**config.mk**
```make
export PLATFORM = sky130hd
export DESIGN_NAME = keypad_scan_ctrl_flat
export DESIGN_NICKNAME = d
export VERILOG_FILES = /design/src/rtl/keypad_scan_ctrl_if.sv /design/src/rtl/keypad_scan_ctrl.sv /design/src/flat_wrapper.sv
export SDC_FILE = /design/constraint.sdc
export NUM_CORES = 1
export LEC_CHECK = 0
export CAP_MARGIN = 20
export CORE_MARGIN = 2
export CORE_UTILIZATION = 63
export DETAILED_ROUTE_END_ITERATION = 6
export GPL_TIMING_DRIVEN = 0
export PLACE_DENSITY = 0.84
export SYNTH_ARGS = -nofsm -noshare
export SYNTH_HDL_FRONTEND = slang
export SYNTH_SLANG_ARGS = --single-unit
```
**constraint.sdc**
```tcl
create_clock -name clk -period 5.5 [get_ports clk]
set_input_delay 0.825 -clock clk [delete_from_list [all_inputs] [get_ports clk]]
set_output_delay 0.825 -clock clk [all_outputs]
set_load 0.02 [all_outputs]
```
**src/rtl/keypad_scan_ctrl_if.sv**
```systemverilog
// Keypad pin/event bundle: row inputs, column drive and the decoded key event.
// master is the scan controller, slave is the keypad/consumer side.
interface keypad_scan_ctrl_if;
  logic [3:0] rows;
  logic [3:0] cols;
  logic       key_valid;
  logic [3:0] key_code;

  modport master (input rows, output cols, output key_valid, output key_code);
  modport slave  (output rows, input cols, input key_valid, input key_code);
endinterface

```
**src/rtl/keypad_scan_ctrl.sv**
```systemverilog
// 4x4 keypad column scanner: synchronizes and debounces rows, emits one
// key_valid pulse with the hex code of each debounced press.
module keypad_scan_ctrl #(
  parameter int SCAN_DIV     = 4000,
  parameter int DEBOUNCE_CNT = 20000
) (
  input  logic                 clk,
  input  logic                 reset,
  keypad_scan_ctrl_if.master   kp
);

  localparam int DIV_W = $clog2(SCAN_DIV);
  localparam int DB_W  = $clog2(DEBOUNCE_CNT);
  localparam logic [DIV_W-1:0] DIV_LAST = DIV_W'(SCAN_DIV - 1);
  localparam logic [DB_W-1:0]  DB_LAST  = DB_W'(DEBOUNCE_CNT - 1);

  typedef enum logic [1:0] {
    ST_SCAN     = 2'd0,
    ST_DEBOUNCE = 2'd1,
    ST_HELD     = 2'd2,
    ST_RELEASE  = 2'd3
  } state_t;

  state_t           state_r;
  logic [3:0]       sync1_r;
  logic [3:0]       rows_sync_r;
  logic [DIV_W-1:0] div_cnt_r;
  logic [DB_W-1:0]  db_cnt_r;
  logic [1:0]       col_r;
  logic [1:0]       row_l_r;
  logic [3:0]       cols_r;
  logic             key_valid_r;
  logic [3:0]       key_code_r;
  logic             row_high_s;

  // Hex legend of the keypad, row-major from the top-left key.
  function automatic logic [3:0] key_map(input logic [1:0] row, input logic [1:0] col);
    logic [3:0] code;
    case ({row, col})
      4'd0:    code = 4'h1;
      4'd1:    code = 4'h2;
      4'd2:    code = 4'h3;
      4'd3:    code = 4'hA;
      4'd4:    code = 4'h4;
      4'd5:    code = 4'h5;
      4'd6:    code = 4'h6;
      4'd7:    code = 4'hB;
      4'd8:    code = 4'h7;
      4'd9:    code = 4'h8;
      4'd10:   code = 4'h9;
      4'd11:   code = 4'hC;
      4'd12:   code = 4'hE;
      4'd13:   code = 4'h0;
      4'd14:   code = 4'hF;
      4'd15:   code = 4'hD;
      default: code = 4'h0;
    endcase
    return code;
  endfunction

  function automatic logic [1:0] low_row(input logic [3:0] r);
    logic [1:0] idx;
    if (!r[0]) begin
      idx = 2'd0;
    end else if (!r[1]) begin
      idx = 2'd1;
    end else if (!r[2]) begin
      idx = 2'd2;
    end else begin
      idx = 2'd3;
    end
    return idx;
  endfunction

  assign row_high_s   = rows_sync_r[row_l_r];
  assign kp.cols      = cols_r;
  assign kp.key_valid = key_valid_r;
  assign kp.key_code  = key_code_r;

  // Two-flop synchronizer for the asynchronous row pins.
  always_ff @(posedge clk) begin
    if (reset) begin
      sync1_r     <= 4'b1111;
      rows_sync_r <= 4'b1111;
    end else begin
      sync1_r     <= kp.rows;
      rows_sync_r <= sync1_r;
    end
  end

  // Scan / debounce / hold / release sequencer with registered outputs.
  always_ff @(posedge clk) begin
    if (reset) begin
      state_r     <= ST_SCAN;
      div_cnt_r   <= '0;
      db_cnt_r    <= '0;
      col_r       <= 2'd0;
      row_l_r     <= 2'd0;
      cols_r      <= 4'b1110;
      key_valid_r <= 1'b0;
      key_code_r  <= 4'h0;
    end else begin
      key_valid_r <= 1'b0;
      case (state_r)
        ST_SCAN: begin
          if (div_cnt_r == DIV_LAST) begin
            div_cnt_r <= '0;
            if (rows_sync_r == 4'hF) begin
              col_r  <= col_r + 2'd1;
              cols_r <= {cols_r[2:0], cols_r[3]};
            end else begin
              row_l_r  <= low_row(rows_sync_r);
              db_cnt_r <= '0;
              state_r  <= ST_DEBOUNCE;
            end
          end else begin
            div_cnt_r <= div_cnt_r + DIV_W'(1);
          end
        end
        ST_DEBOUNCE: begin
          if (!row_high_s) begin
            if (db_cnt_r == DB_LAST) begin
              key_valid_r <= 1'b1;
              key_code_r  <= key_map(row_l_r, col_r);
              db_cnt_r    <= '0;
              state_r     <= ST_HELD;
            end else begin
              db_cnt_r <= db_cnt_r + DB_W'(1);
            end
          end else begin
            // Bounce: rescan the same column with a fresh dwell.
            div_cnt_r <= '0;
            state_r   <= ST_SCAN;
          end
        end
        ST_HELD: begin
          if (row_high_s) begin
            db_cnt_r <= '0;
            state_r  <= ST_RELEASE;
          end else begin
            state_r <= ST_HELD;
          end
        end
        ST_RELEASE: begin
          if (row_high_s) begin
            if (db_cnt_r == DB_LAST) begin
              col_r     <= col_r + 2'd1;
              cols_r    <= {cols_r[2:0], cols_r[3]};
              div_cnt_r <= '0;
              db_cnt_r  <= '0;
              state_r   <= ST_SCAN;
            end else begin
              db_cnt_r <= db_cnt_r + DB_W'(1);
            end
          end else begin
            db_cnt_r <= '0;
            state_r  <= ST_HELD;
          end
        end
        default: begin
          div_cnt_r <= '0;
          state_r   <= ST_SCAN;
        end
      endcase
    end
  end

endmodule
```
**src/flat_wrapper.sv**
```systemverilog
// flat-port wrapper written by rule: the top's interface ports become plain ports
module keypad_scan_ctrl_flat 
#(
  parameter int SCAN_DIV     = 4000,
  parameter int DEBOUNCE_CNT = 20000
)
  (clk, reset, kp_rows, kp_cols, kp_key_valid, kp_key_code);
  keypad_scan_ctrl_if kp_i ();
  input  logic clk;
  input  logic reset;
  input wire logic [$bits(kp_i.rows)-1:0] kp_rows;
  output wire logic [$bits(kp_i.cols)-1:0] kp_cols;
  output wire logic [$bits(kp_i.key_valid)-1:0] kp_key_valid;
  output wire logic [$bits(kp_i.key_code)-1:0] kp_key_code;
  assign kp_i.rows = kp_rows;
  assign kp_cols = kp_i.cols;
  assign kp_key_valid = kp_i.key_valid;
  assign kp_key_code = kp_i.key_code;
  keypad_scan_ctrl #(.SCAN_DIV(SCAN_DIV), .DEBOUNCE_CNT(DEBOUNCE_CNT)) u_core (.clk(clk), .reset(reset), .kp(kp_i));
endmodule
```
==> flow_summary.json <==
{
  "hold_class": "reg2reg",
  "clock_skew_ps": 9.97,
  "core_area_mm2": 0.00372,
  "status": "finished clean",
  "avgSynthCellArea_um2": 8.70,
  "hpwl_um": 3690,
  "switching_share": 0.239,
  "initial_utilization": 0.665,
  "ctsResizeCount": 0,
  "layout_min_cycle_time_ps": 2560,
  "critPathLaunchType": "register",
  "drt_iter0_drc": 147,
  "synthCells": 284,
  "yosysWarnings": 0,
  "power_switching_w": 0.000147,
  "grt_setup_unrepaired": "false",
  "grt_usage": 0.267,
  "cts_root_buf": "clkbuf_8",
  "rows": 22,
  "clock_power_share": 0.362,
  "die-area_mm2": 0.00444,
  "clkTransAtPathRegs_ps": 100,
  "ant_nets": 0,
  "drv_cap": 0,
  "synth-seq-area-share": 0.405,
  "vdd.ir_drop.worst_uv": 168,
  "area_growth_syn_to_layout_pct": 11.9,
  "max_freq_mhz": 391,
  "critPathKind": "reg2reg",
  "firstDrtPassIters": 4,
  "required_ps": 5690,
  "layout.nets": 318,
  "gr-total-overflow": 0,
  "setup_viol_count_final": 0,
  "die_h_um": 66.6,
  "grt_max_degree": 18,
  "cts_buffers": 5,
  "hold_violations": 0,
  "num_antenna_cells": 0,
  "period_share": 0.465,
  "drc": 0,
  "grt_first_pass_wirelength_um": 9070,
  "grt_pass1_vias": 2064,
  "power_frac_seq": 0.601,
  "min_path_cells": 1,
  "synth_cell_types": 45,
  "place_congestion": 0.828,
  "cts-htree-levels": 2,
  "critPathArrivalTime_ps": 2750,
  "worstRegToRegCells": 8,
  "postSynthRegisterBits": 50,
  "clock_latency_ps": 310,
  "endpoint_kind": "register",
  "cts.sink_count": 50,
  "antenna_found_initial": 0,
  "p_leak_nw": 0.926,
  "clockBufferDepth": 2,
  "pre_cts_ws_ps": 2980,
  "drive_gt1_frac": 0.0980,
  "post_cts_buffers": 0,
  "fp.dieW_um": 66.6,
  "synthesis.nets": 297,
  "pin_count": 15,
  "intPower_w": 0.000468,
  "setup_tns_ps": 0,
  "wire_per_inst_um": 14.7,
  "via_per_inst": 6.10,
  "cts_tree": "done",
  "p_per_area_mw_per_mm2": 223,
  "via_count": 2160,
  "cp_max_fo": 10,
  "worst_slew_pin_slew_ps": 758,
  "pwr-share-comb": 0.036,
  "postCtsHoldBufs": 0,
  "slew_viol_final": 0,
  "relSlewSlack": 0.490,
  "port_buffers": 14,
  "netlist_area_mm2": 0.00247,
  "setup_slack_ps": 2940,
  "totalWireLength_um": 5210
}
==> kinds of logic after synthesis <==
group	Yosys count	synth area share
simple gates	112	0.261
compound gates	75	0.182
flops	50	0.405
mux	14	0.0679
xor+xnor	2	0.00709
fa+ha+maj	7	0.0355
buf+inv	24	0.0415
==> flip-flops by register name, indices dropped and copies added (netlist names), named ones only <==
register	cells
u_core.state_r	1
u_core.rows_sync_r	4
u_core.div_cnt_r	12
u_core.row_l_r	2
u_core.sync1_r	4
u_core.kp.key_valid	1
u_core.col_r	2
u_core.kp.key_code	4
u_core.db_cnt_r	15
u_core.kp.cols	4
==> path summary, 6_finish.rpt <==
check	from	end	slack (ps)
worst max-delay path	u_core.div_cnt_r[0]	u_core.db_cnt_r[6]	2940
worst min-delay path	u_core.sync1_r[0]	u_core.rows_sync_r[0]	420
worst max register to register	u_core.div_cnt_r[0]	u_core.db_cnt_r[6]	2940
worst min register to register	u_core.sync1_r[0]	u_core.rows_sync_r[0]	420
==> per-stage QoR <==
step,total power (W),util,cell area [µm²],instances,hold WS (ps)
after detailed placement,0.000400,0.719,2670,346,397
after global placement,0.000399,0.719,2670,346,391
final,0.000615,0.743,2760,354,417
after CTS,0.000621,0.743,2760,354,420
after floorplan,0.000392,-,2470,284,389
after global routing,0.000636,0.743,2760,354,432
==> Yosys cell counts (all sizes together) <==
cell type	instances	share of area
nand4bb	1	0.0046
xor2	1	0.0035
inv	9	0.014
a311oi	1	0.0035
a21boi	1	0.0030
o31ai	12	0.036
or4	13	0.040
nor4	5	0.015
dfxtp	50	0.41
mux2i	10	0.041
clkbuf	10	0.015
o21bai	1	0.0030
nor3b	2	0.0061
nand3	14	0.028
nand4	6	0.015
o21ba	1	0.0041
mux2	2	0.0091
o2bb2ai	1	0.0035
o31a	1	0.0035
nor3	6	0.012
a31oi	6	0.015
nor4b	1	0.0035
o21ai	17	0.034
buf	5	0.013
nand4b	1	0.0035
o311a	1	0.0046
and2	2	0.0051
or3	12	0.030
and4	3	0.011
and3	2	0.0051
a211oi	1	0.0030
or2	10	0.026
nor2	18	0.027
nand3b	1	0.0030
mux4	2	0.018
a21oi	30	0.061
nand2	13	0.020
xnor2	1	0.0035
a21o	1	0.0030
a2111oi	1	0.0035
ha	7	0.035
nand2b	2	0.0051
==> power groups by stage <==
stage                     Sequential (W)  Combinational (W)  Clock (W)
after floorplan                 0.000377          0.0000145          0
after global placement          0.000378          0.0000215          0
after detailed placement        0.000378          0.0000223          0
after CTS                       0.000370          0.0000224   0.000229
after global routing            0.000371          0.0000252   0.000240
final                           0.000370          0.0000224   0.000223
==> critical path, cell delays in order (launching register included) <==
cell	delay, ps
dfxtp_1	400
ha_1	210
and4_1	270
nand3_1	230
o311a_2	510
buf_2	200
o21bai_1	270
buf_2	280
a21oi_1	60
==> routing by layer <==
metal / GRT usage / routed length (µm) / part of all wire
met4: 0.102 / 66 / 0.013
met5: 0 / 0 / 0
met2: 0.468 / 2560 / 0.49
met1: 0.321 / 2380 / 0.46
met3: 0.0507 / 199 / 0.038
==> final cells by class <==
type | instances | area (µm²)
multi-input cells | 210 | 1370
flip-flops and latches | 50 | 1000
repair buffers | 14 | 140
plain buffers | 15 | 68.8
well taps | 48 | 60.1
clock buffers | 5 | 68.8
clock inverters | 3 | 23.8
fillers | 288 | 953
inverters | 9 | 33.8
==> cells in the final DEF, fill, tap and decap left out, types with 2 or more instances in the layout <==
master / instances
a21oi_1: 30
ha_1: 7
clkbuf_8: 5
o31ai_1: 12
nand3_1: 14
and3_1: 2
nor4_1: 4
nor2_1: 18
clkdlybuf4s50_1: 14
nand2b_1: 2
mux2i_1: 10
buf_2: 4
dfxtp_1: 50
mux4_2: 2
or3_1: 12
o21ai_0: 17
nor3_1: 6
and4_1: 3
clkinvlp_4: 2
a31oi_1: 6
nor3b_1: 2
or4_1: 13
nand4_1: 6
clkbuf_1: 10
mux2_2: 2
and2_1: 2
inv_1: 9
nand2_1: 13
or2_2: 9
No activity file was read; power rests on OpenSTA's default activity.
==> edit (same settings) <==
Make the reset (`reset`) asynchronous in 2 clocked blocks.
--- a/src/rtl/keypad_scan_ctrl.sv
+++ b/src/rtl/keypad_scan_ctrl.sv
@@ -79,5 +79,5 @@
 
   // Two-flop synchronizer for the asynchronous row pins.
-  always_ff @(posedge clk) begin
+  always_ff @(posedge clk or posedge reset) begin
     if (reset) begin
       sync1_r     <= 4'b1111;
@@ -90,5 +90,5 @@
 
   // Scan / debounce / hold / release sequencer with registered outputs.
-  always_ff @(posedge clk) begin
+  always_ff @(posedge clk or posedge reset) begin
     if (reset) begin
       state_r     <= ST_SCAN;
Check against the original RTL: same outputs for any inputs over 10 cycles, from zero or initial values and one cycle with reset high; that may be too few to reach the edited logic, so the function may still have changed.
==> edit against the original RTL <==
Clock power grew 2%; critical path depth is the same; sequential cell count is the same; clock skew grew 3.4 ps; first-iteration DRC count grew 24%; wire length grew 1.7%; total power grew 0.36%; area after synthesis grew 8.1%; die area grew 7.6%; worst setup slack gained 170 ps; design area grew 8.2%; critical endpoint is now u_core.div_cnt_r[4]; largest power group unchanged; highest routed layer unchanged.
==> edit: results <==
export IMPL_met3_length_um=155
export IMPL_grt_met2_usage=0.3782
export IMPL_syn_nets=289
export IMPL_pg_seq_uw=375
export IMPL_comb_multi_input_count=198
export IMPL_drive_gt1_frac=0.1322
export IMPL_holdCritStartpoint="u_core.sync1_r[3]"
export IMPL_path_delay_family="buffers and inverters"
export IMPL_slowest_delay_ps=430
export IMPL_grt_usage=0.2356
export IMPL_ys_async_sr_fraction=1.000
export IMPL_status="finished, final reports clean"
export IMPL_min_path_cells=0
export IMPL_drtIter0Drc=183
export IMPL_r2r_end="u_core.div_cnt_r[4]"
export IMPL_buffers_excl_clock=28
export IMPL_synthCells=272
export IMPL_grt_max_degree=34
export IMPL_ys_top_cells_by_area="dfrtp_1 (37%), dfstp_2 (11%), o21ai_0 (6.8%)"
export IMPL_ff_latch_area_um2=1265
export IMPL_clock_buffers=5
export IMPL_multi_input_area_um2=1294
export IMPL_synthAdderAreaFrac=0.05157
export IMPL_vdd_drop_max_mv=0.1534
export IMPL_synth_distinct_cells=46
export IMPL_r2r_start="u_core.db_cnt_r[0]"
export IMPL_seqPwrFrac=0.607
export IMPL_synth_compound_area_frac=0.1871
export IMPL_cp_slowest_cell="clkbuf_1"
export IMPL_dp_hpwl_um=3798
export IMPL_p_leak_uw=0.001265
export IMPL_yosysSeqAreaShare=0.4740
export IMPL_synth_common_cells="dfrtp_1 (39), nand2_1 (36), o21ai_0 (36), a31oi_1 (14)"
export IMPL_wl_met2_um=2710
export IMPL_clockNetworkAreaShare=0.03265
export IMPL_synth_xor_area_frac=0.003282
export IMPL_bufAreaShareNonClock=0.07660
export IMPL_grt_pass1_vias=2035
export IMPL_arrival_ps=2560
export IMPL_inv_count=11
export IMPL_met1_usage=0.3110
export IMPL_hold_end="u_core.rows_sync_r[3]"
export IMPL_skew_ps=13.36
export IMPL_use_met3=0.04094
export IMPL_holdWs_ps=365.3
export IMPL_place_gp_congestion=0.8235
export IMPL_viasPerCell=6.191
export IMPL_pg_clk_uw=228
export IMPL_seq_cell_count=50
export IMPL_fillerInstances=298
export IMPL_netSwitchingPower_uw=144.0
export IMPL_tightest_slew_ps=913.0
export IMPL_synth_flop_cell="dfrtp_1"
export IMPL_wl_met1_um=2347
export IMPL_clockBufferDepth=2
export IMPL_layout_nets=311
export IMPL_reg2reg_slack_ps=3110
export IMPL_fin_area_um2=2989
export IMPL_wirelength_um=5291
export IMPL_instances_no_fill=345
-- edit: cell count changes in the layout (fill, tap and decap cells not counted), moves of 8 or more --
cell | unedited run | this run
a31oi_1 | 6 | 14
dfrtp_1 | 0 | 39
or3_1 | 12 | 1
dfstp_2 | 0 | 11
nand2_1 | 13 | 36
a21oi_1 | 30 | 5
dfxtp_1 | 50 | 0
or2_2 | 9 | 1
or4_1 | 13 | 1
o21ai_0 | 17 | 36
-- edit: how the worst max path moves through the flow --
stage                             start              endpoint  slack (ps)
detailed placement   u_core.db_cnt_r[0]  u_core.div_cnt_r[10]        3140
floorplan            u_core.db_cnt_r[0]       u_core.col_r[1]        3420
finish               u_core.db_cnt_r[0]   u_core.div_cnt_r[4]        3110
global route        u_core.div_cnt_r[0]   u_core.db_cnt_r[10]        2890
CTS                  u_core.db_cnt_r[0]   u_core.div_cnt_r[4]        3140
global placement                  reset   u_core.div_cnt_r[6]        2600
